**src/rtl/sm3_msg_feeder.sv**
```systemverilog
// SM3 message feeder: packs 32-bit words into 512-bit blocks for the
// hash core, keeps one block in flight and returns the final digest.
module sm3_msg_feeder #(
  parameter int TIMEOUT_CYCLES = 2048
) (
  input  logic         i_clk,
  input  logic         i_rst,
  input  logic [31:0]  i_word,
  input  logic         i_word_valid,
  input  logic         i_word_last,
  input  logic [1:0]   i_last_bytes,
  output logic         o_word_ready,
  output logic [511:0] o_data,
  output logic         o_input_valid,
  output logic         o_multi_flag,
  output logic [5:0]   o_byte_nums,
  output logic         o_m_l_bflag,
  input  logic [255:0] i_hash_result,
  input  logic         i_output_valid,
  output logic [255:0] o_digest,
  output logic         o_done,
  output logic         o_err,
  output logic         o_busy
);

  localparam int TW = $clog2(TIMEOUT_CYCLES + 1);

  typedef enum logic [2:0] {
    IDLE, FILL, ISSUE, WAIT, FLUSH
  } state_t;

  state_t state, state_nxt;

  logic [4:0]    cnt;
  logic [511:0]  blk;
  logic [TW-1:0] tmo;
  logic          fin;
  logic          flush;

  logic          accept;
  logic          to_issue;
  logic          tmo_hit;
  logic [31:0]   word_m;
  logic [511:0]  fill;
  logic [6:0]    nbytes;

  assign accept   = i_word_valid & o_word_ready;
  assign to_issue = accept & (i_word_last | (cnt == 5'd15));
  assign tmo_hit  = (tmo == TW'(TIMEOUT_CYCLES - 1));

  // Bytes past the end of the message are forced to zero.
  always_comb begin
    word_m = i_word;
    if (i_word_last) begin
      case (i_last_bytes)
        2'd1:    word_m = {i_word[31:24], 24'h0};
        2'd2:    word_m = {i_word[31:16], 16'h0};
        2'd3:    word_m = {i_word[31:8], 8'h0};
        default: word_m = i_word;
      endcase
    end
  end

  assign fill   = blk | ({word_m, 480'h0} >> {cnt, 5'b0});
  assign nbytes = {cnt, 2'b00}
                + ((i_last_bytes == 2'd0) ? 7'd4 : {5'd0, i_last_bytes});

  always_ff @(posedge i_clk) begin
    if (i_rst) state <= IDLE;
    else       state <= state_nxt;
  end

  always_comb begin
    state_nxt = state;
    unique case (state)
      IDLE: begin
        if (accept) state_nxt = to_issue ? ISSUE : FILL;
      end
      FILL: begin
        if (to_issue) state_nxt = ISSUE;
      end
      ISSUE: state_nxt = WAIT;
      WAIT: begin
        if (i_output_valid)
          state_nxt = fin ? IDLE : (flush ? FLUSH : FILL);
        else if (tmo_hit)
          state_nxt = IDLE;
      end
      FLUSH: state_nxt = ISSUE;
      default: state_nxt = IDLE;
    endcase
  end

  always_comb begin
    o_word_ready  = 1'b0;
    o_input_valid = 1'b0;
    o_busy        = 1'b0;
    unique case (state)
      IDLE: o_word_ready = !i_rst;
      FILL: begin
        o_word_ready = !i_rst && (cnt < 5'd16);
        o_busy       = 1'b1;
      end
      ISSUE: begin
        o_input_valid = 1'b1;
        o_busy        = 1'b1;
      end
      default: o_busy = 1'b1;
    endcase
  end

  always_ff @(posedge i_clk) begin
    if (i_rst) begin
      cnt          <= '0;
      blk          <= '0;
      tmo          <= '0;
      fin          <= 1'b0;
      flush        <= 1'b0;
      o_data       <= '0;
      o_multi_flag <= 1'b0;
      o_m_l_bflag  <= 1'b0;
      o_byte_nums  <= '0;
      o_digest     <= '0;
      o_done       <= 1'b0;
      o_err        <= 1'b0;
    end else begin
      o_done <= 1'b0;
      o_err  <= 1'b0;
      unique case (state)
        IDLE, FILL: begin
          if (to_issue) begin
            o_data <= fill;
            blk    <= '0;
            cnt    <= '0;
            if (!i_word_last || nbytes[6]) begin
              // full block; a message ending here still needs a pad block
              o_multi_flag <= 1'b1;
              o_m_l_bflag  <= 1'b0;
              o_byte_nums  <= '0;
              fin          <= 1'b0;
              flush        <= i_word_last;
            end else begin
              o_m_l_bflag <= o_multi_flag;
              o_byte_nums <= nbytes[5:0];
              fin         <= 1'b1;
            end
          end else if (accept) begin
            blk <= fill;
            cnt <= cnt + 5'd1;
          end
        end
        ISSUE: tmo <= '0;
        WAIT: begin
          if (i_output_valid) begin
            if (fin) begin
              o_digest     <= i_hash_result;
              o_done       <= 1'b1;
              o_multi_flag <= 1'b0;
              o_m_l_bflag  <= 1'b0;
              o_byte_nums  <= '0;
              fin          <= 1'b0;
            end
          end else if (tmo_hit) begin
            o_err        <= 1'b1;
            o_multi_flag <= 1'b0;
            o_m_l_bflag  <= 1'b0;
            o_byte_nums  <= '0;
            fin          <= 1'b0;
            flush        <= 1'b0;
            cnt          <= '0;
            blk          <= '0;
          end else begin
            tmo <= tmo + 1'b1;
          end
        end
        FLUSH: begin
          o_data       <= '0;
          o_multi_flag <= 1'b1;
          o_m_l_bflag  <= 1'b1;
          o_byte_nums  <= '0;
          fin          <= 1'b1;
          flush        <= 1'b0;
        end
        default: ;
      endcase
    end
  end

endmodule

```
**config.mk**
```make
export PLATFORM = sky130hd
export DESIGN_NAME = sm3_msg_feeder
export DESIGN_NICKNAME = d
export VERILOG_FILES = /design/src/rtl/sm3_msg_feeder.sv
export SDC_FILE = /design/constraint.sdc
export NUM_CORES = 2
export LEC_CHECK = 0
export CAP_MARGIN = 30
export CORE_AREA = 3 3 413 415
export CTS_CLUSTER_DIAMETER = 50
export DETAILED_ROUTE_END_ITERATION = 10
export DIE_AREA = 0 0 416 418
export PLACE_DENSITY = 0.48
export SYNTH_ARGS = -nofsm -noshare
export SYNTH_HDL_FRONTEND = slang
export SYNTH_SLANG_ARGS = --single-unit
```
**constraint.sdc**
```tcl
create_clock -name i_clk -period 2.6 [get_ports i_clk]
set_input_delay 0.65 -clock i_clk [delete_from_list [all_inputs] [get_ports i_clk]]
set_output_delay 0.65 -clock i_clk [all_outputs]
set_load 0.005 [all_outputs]
```
=== Yosys cells after proc, flatten, opt, wreduce, memory -nomap -nowiden ===
Cells that the tools add are included.

* Reduce and logical (&&, ||, !) cells: 22
* Bitwise operators: 6
* Shift operators: 1
* Muxes and demuxes: 54
* $lt $le $gt $ge: 1
* Equality and inequality tests: 19
* Add/subtract/negate cells: 3

{| class="wikitable"
|+ Operators by type and width
! kind !! number
|-
| two-way mux 512 bit || 5
|-
| one-hot mux 512 bit (2 select lines) || 2
|-
| OR 512 bit || 1
|-
| right shift 512 x 10 -> 512 bit || 1
|-
| one-hot mux 24 bit (3 select lines) || 1
|-
| two-way mux 6 bit || 5
|-
| two-way mux 12 bit || 2
|-
| two-way mux 24 bit || 1
|-
| one-hot mux 12 bit (2 select lines) || 1
|-
| two-way mux 3 bit || 7
|-
| two-way mux 5 bit || 4
|-
| one-hot mux 6 bit (3 select lines) || 1
|-
| two-way mux 1 bit || 17
|-
| one-hot mux 3 bit (5 select lines) || 1
|-
| != test 2 bit (second input constant) || 7
|-
| adder 12 x 1 -> 12 bit (second input constant) || 1
|-
| equality test 12 x 11 -> 1 bit (second input constant) || 1
|-
| one-hot mux 1 bit (3 select lines) || 4
|-
| AND reduction 3 bit || 4
|-
| one-hot mux 5 bit (2 select lines) || 1
|-
| AND reduction 5 bit || 2
|-
| != test 3 bit (second input constant) || 3
|-
| AND reduction 4 bit || 2
|-
| adder 7 x 3 -> 7 bit || 1
|-
| 23 further kinds || 31
|}

* Input port bits: 295
* Flip-flop bits (word level): 1312
* Word-level logic and storage cells: 119
* Output and inout port bits: 781

=== Logic depth before layout (Yosys ltp) ===
* Depth in word-level cells: 8
* Depth in mapped cells: 13
* Gate-level depth less buffers: 8

=== Least setup slack after synthesis ===
Ideal clock, no wire load.

* Path kind: reg2reg
* Start point: register cnt[2]
* End point: register o_data[16]
* Arrival time: 2.615 ns
* Cell stages (with the launch flop): 14
* Setup slack: -0.102 ns
* Path buffers: 6
* Setup time: 0.087 ns
* Data required time: 2.513 ns
* Period minus slack after synthesis: 2.702 ns
* Cell sequence: dfxtp_1 -> buf_2 -> clkbuf_1 -> and3_1 -> ha_1 -> or2_2 -> and4_1 -> clkbuf_1 -> nor3_1 -> clkbuf_1 -> buf_2 -> buf_2 -> nand2_1 -> o31ai_1

* Longest elaborated chain between the ends: 7
* Elaborated cells between the ends (all ways): 13
* Classes of those cells: 1 x order compare; 2 x eq/ne; 1 x shift; 3 x mux; 4 x bitwise; 2 x reduce/logical

{| class="wikitable"
|+ RTL lines
! what !! RTL line !! RTL
|-
| from (decl) || 34 || <nowiki>logic [4:0] cnt;</nowiki>
|-
| from (signal assigned) || 149 || <nowiki>cnt <= cnt + 5'd1;</nowiki>
|-
| parallel branches: the longest is 7 deep, another holds right shift 512 x 10 -> 512 bit || - ||
|-
| to (signal assigned) || 132 || <nowiki>o_data <= fill;</nowiki>
|-
| to (decl) || 13 || <nowiki>output logic [511:0] o_data,</nowiki>
|}

Parallel ways; which one is timed is not known. The select of a mux whose other input is x is not followed.
A chain may end at the register's enable or synchronous reset.

=== Worst setup path in the final report ===
* Start point: register o_digest[212]
* End point: output o_digest[212]

{| class="wikitable"
|+ RTL lines
! what !! RTL line !! RTL
|-
| from (decl) || 20 || <nowiki>output logic [255:0] o_digest,</nowiki>
|-
| from (signal assigned) || 156 || <nowiki>o_digest <= i_hash_result;</nowiki>
|}

No word-level cell between the ends.

==> impl_results.md <==
* GP Congestion at 0.9426
* CTS clk-pin slew, worst paths at 60 ps
* Prevailing post-synth register cell: dfxtp_1
* Ys Warns at 0
* Initial antenna violation count at 43
* Yosys cell types at 54
* Die Span Y at 418 um
* H-tree depth reported by CTS at 4
* Leading area contributor after synthesis: dfxtp_1
* # nets final at 7091
* Placement Setup Slack at -749.5 ps
* CP Data Required Time at 1950 ps
* Num CTS Buffers at 172
* Placed inst area at 62950 um2
* I/O pin count at 1076
* Slew HR at 0.3317
* Top cell type's share of synthesized area at 0.5615
* Number of flops mapped to enable cells by yosys at 0
* CP Buf/Inv Count at 1
* PD cells at 710.1 nW/um2
* CTS root buf: clkbuf_16
* Min Tclk post-route at 2574 ps
* Yosys reg bits at 1312
* Sequential area share after synthesis at 0.5615
* Input/output buffers at 1075
* Setup WS post-layout at 26.43 ps
* Global route overflow at 0
* Final ANT Viol Nets at 0
* Startpoint Class: register
* Setup Skew at 44.67 ps
* Cell chain of the critical path: clkdlybuf4s50_1
* Via-per-instance ratio at 5.064
* Die Wd at 416 um
* CTS tree: yes
* Most area-consuming cells after synthesis: dfxtp_1 56%, a21oi_1 10%, nand2_1 7.6%, nor2_1 6.4%, o21ai_0 4.5%
* Routed WL per cell at 27.24 um
* HP Class: in -> reg
* # setup viols final at 0
* Final period utilization at 0.9898
* Area of the core at 167000 um2
* Clock tree sinks at 1312
* Ys async rst share at 0
* Crit Path Max Fanout at 2
* Syn Nets at 5957
* Global Route Usage Sum at 0.2728
* Cell row count at 150
* Maximum vdd drop at 0.6723 mV
* Dpl hpwl at 187000 um
* Iter 0 DRT Violations at 3696
* Placed instance count at 8814
* DRT Wirelength at 249500 um
* First-pass GRT wire length at 341900 um
* Clock Path Buffers at 3
* Drt drc at 0
* Crit end category: primary output
* Final Max Slew Viols at 0
* Post-synthesis cell count at 5657
* Critical path depth at 1
* Finished Cell Area at 69070 um2
* Status: finished clean
* Maxcap violations at 0
* Critical path's slowest cell: clkdlybuf4s50_1
* Initial Utilization at 0.2800
* Achievable Freq at 0.3886 GHz
* Die ar. at 173900 um2
* Slowest stage delay, CP at 800 ps
* Largest net degree at the start of global routing at 201
* Synth Cell Area at 46780 um2
* First-pass iteration count of the detailed router at 5
* LEAKAGE at 24.29 nW
* Crit Path Category: reg -> out
* Area grow syn2layout at 47.66%
* Pwr Total at 0.04904 W
* R2R cell count at 11
* Vias in the first global route at 43.70k
* Arrival time at the worst endpoint at 1920 ps
* Post-Route Utilization at 0.4135
* Clock latency on the worst-skew pair at 800 ps
* Avg Cell Area, Syn at 8.269 um2
* Hold_buf cts at 0
* Min-Delay Path Depth at 3
* Worst-Margin Slew at 1003 ps
* Non-filler cells in the finished layout at 9156
* Share of cells above drive strength 1 at 0.1057
* Fin. Hold Viols at 0
* Delay-heaviest family, CP: buffers and inverters
* Routed vias at 46.37k
[timing repair]
action / 4_1_cts / 5_1_grt
gates cloned: 0 / 3
setup buffers: 0 / 4
setup endpoints to repair: 31 / 199
pin swaps: 0 / 2
gates resized for setup: 38 / 8
[state kept, by name (all words and copies together) (netlist names)]
signal and flops:
o_digest 256, o_byte_nums 6, cnt 5, state 3
blk 512, o_data 512, o_done 1, flush 1
o_m_l_bflag 1, fin 1, tmo 12, o_err 1
o_multi_flag 1
[placed cells by master, fill, tap and decap left out, types with 5 or more instances in the layout]
cell type,instances
clkinv_2,22
o21ai_0,415
and2_0,5
a22o_1,70
inv_1,7
nor4_1,134
nor2b_1,12
dfxtp_1,1310
nand3_1,62
clkinv_4,9
o31ai_1,135
or3_1,5
clkbuf_1,26
o32ai_1,6
clkdlybuf4s50_1,1039
and2_1,35
diode_2,20
inv_6,11
dlygate4sd2_1,27
a31oi_1,140
ha_1,5
nor3_1,32
nand2_1,937
nand2b_1,12
xor2_1,5
buf_12,129
clkinvlp_4,15
a21oi_1,941
buf_4,259
clkbuf_8,31
and3_1,6
nor2_2,7
bufinv_16,16
clkbuf_16,178
nor2_1,786
nand3b_1,13
[final timing paths]
path                               startpoint             to  slack, ps
worst min register to register    o_data[480]    o_data[480]        450
worst max-delay path            o_digest[212]  o_digest[212]         30
worst max register to register         cnt[0]    o_data[228]        100
worst min-delay path                    i_rst  o_digest[194]        320
[power breakdown]
part | internal, W | total (W) | switching (W)
combinational | 0.00154 | 0.00403 | 0.00249
sequential | 0.0202 | 0.0203 | 0.0000911
clock | 0.0149 | 0.0247 | 0.00975
total | 0.0367 | 0.0490 | 0.0123
[area by class of cell]
class | count | area (um2)
diodes | 20 | 50.05
clock buffers | 232 | 4903
clock inverters | 83 | 1037
fillers | 16793 | 97970
inverters | 7 | 26.28
multi-input cells | 3830 | 18640
flip-flops and latches | 1312 | 26270
well taps | 2204 | 2758
repair buffers | 1468 | 15390
[synthesized netlist by cell type, types with 2 or more instances]
cell type / n
dfxtp_1: 1312
nand2_1: 942
a21oi_1: 941
nor2_1: 796
o21ai_0: 416
clkbuf_1: 371
a31oi_1: 140
o31ai_1: 135
nor4_1: 134
buf_2: 122
a22o_1: 70
nand3_1: 62
and2_1: 33
nor3_1: 33
buf_1: 15
nand3b_1: 13
nor2b_1: 13
nand2b_1: 12
and3_1: 8
and2_0: 7
inv_1: 7
o32ai_1: 6
ha_1: 5
or3_1: 5
xor2_1: 5
a311oi_1: 4
nand4_1: 4
nor4bb_1: 4
xnor2_1: 4
a2111oi_2: 3
and4b_1: 3
nand4b_1: 3
or2_2: 3
a41oi_1: 2
and3b_1: 2
and4_1: 2
nor3b_1: 2
nor4b_4: 2
[worst reg2reg max path: stages (launching register included)]
cell	delay, ps
dfxtp_4	350
ha_1	220
and3_1	190
ha_1	190
or2_2	290
and4_4	250
buf_6	180
nor2_4	170
buf_4	180
clkbuf_16	220
nand2_1	90
a21oi_1	120
[per-layer routing]
metal  track usage  up-vias  part of all wire
li1              -    21722                 -
met1        0.3441    22761              0.42
met2        0.4580     1550              0.48
met3       0.05707      337             0.060
met4        0.1015        0             0.039
met5             0        -                 0
[cells by family (layout without fill, tap and decap cells)]
group,Yosys count,in the layout,synth area share
other cells,0,20,0
fa+ha+maj,5,5,0.001337
flops,1312,1312,0.5615
xor+xnor,9,9,0.001685
compound gates,1726,1726,0.2040
buf+inv,515,1790,0.04459
simple gates,2090,2090,0.1868
[metrics by stage]
step | hold WS [ps] | setup TNS, ps
2_1_floorplan | 431.6 | -23.80
3_3_place_gp | 434.2 | -545250
3_5_place_dp | 439.1 | -548360
4_1_cts | 271.4 | 0
5_1_grt | 311.1 | -23.10
6_report | 324.0 | 0
No activity file was read; power rests on OpenSTA's default activity.
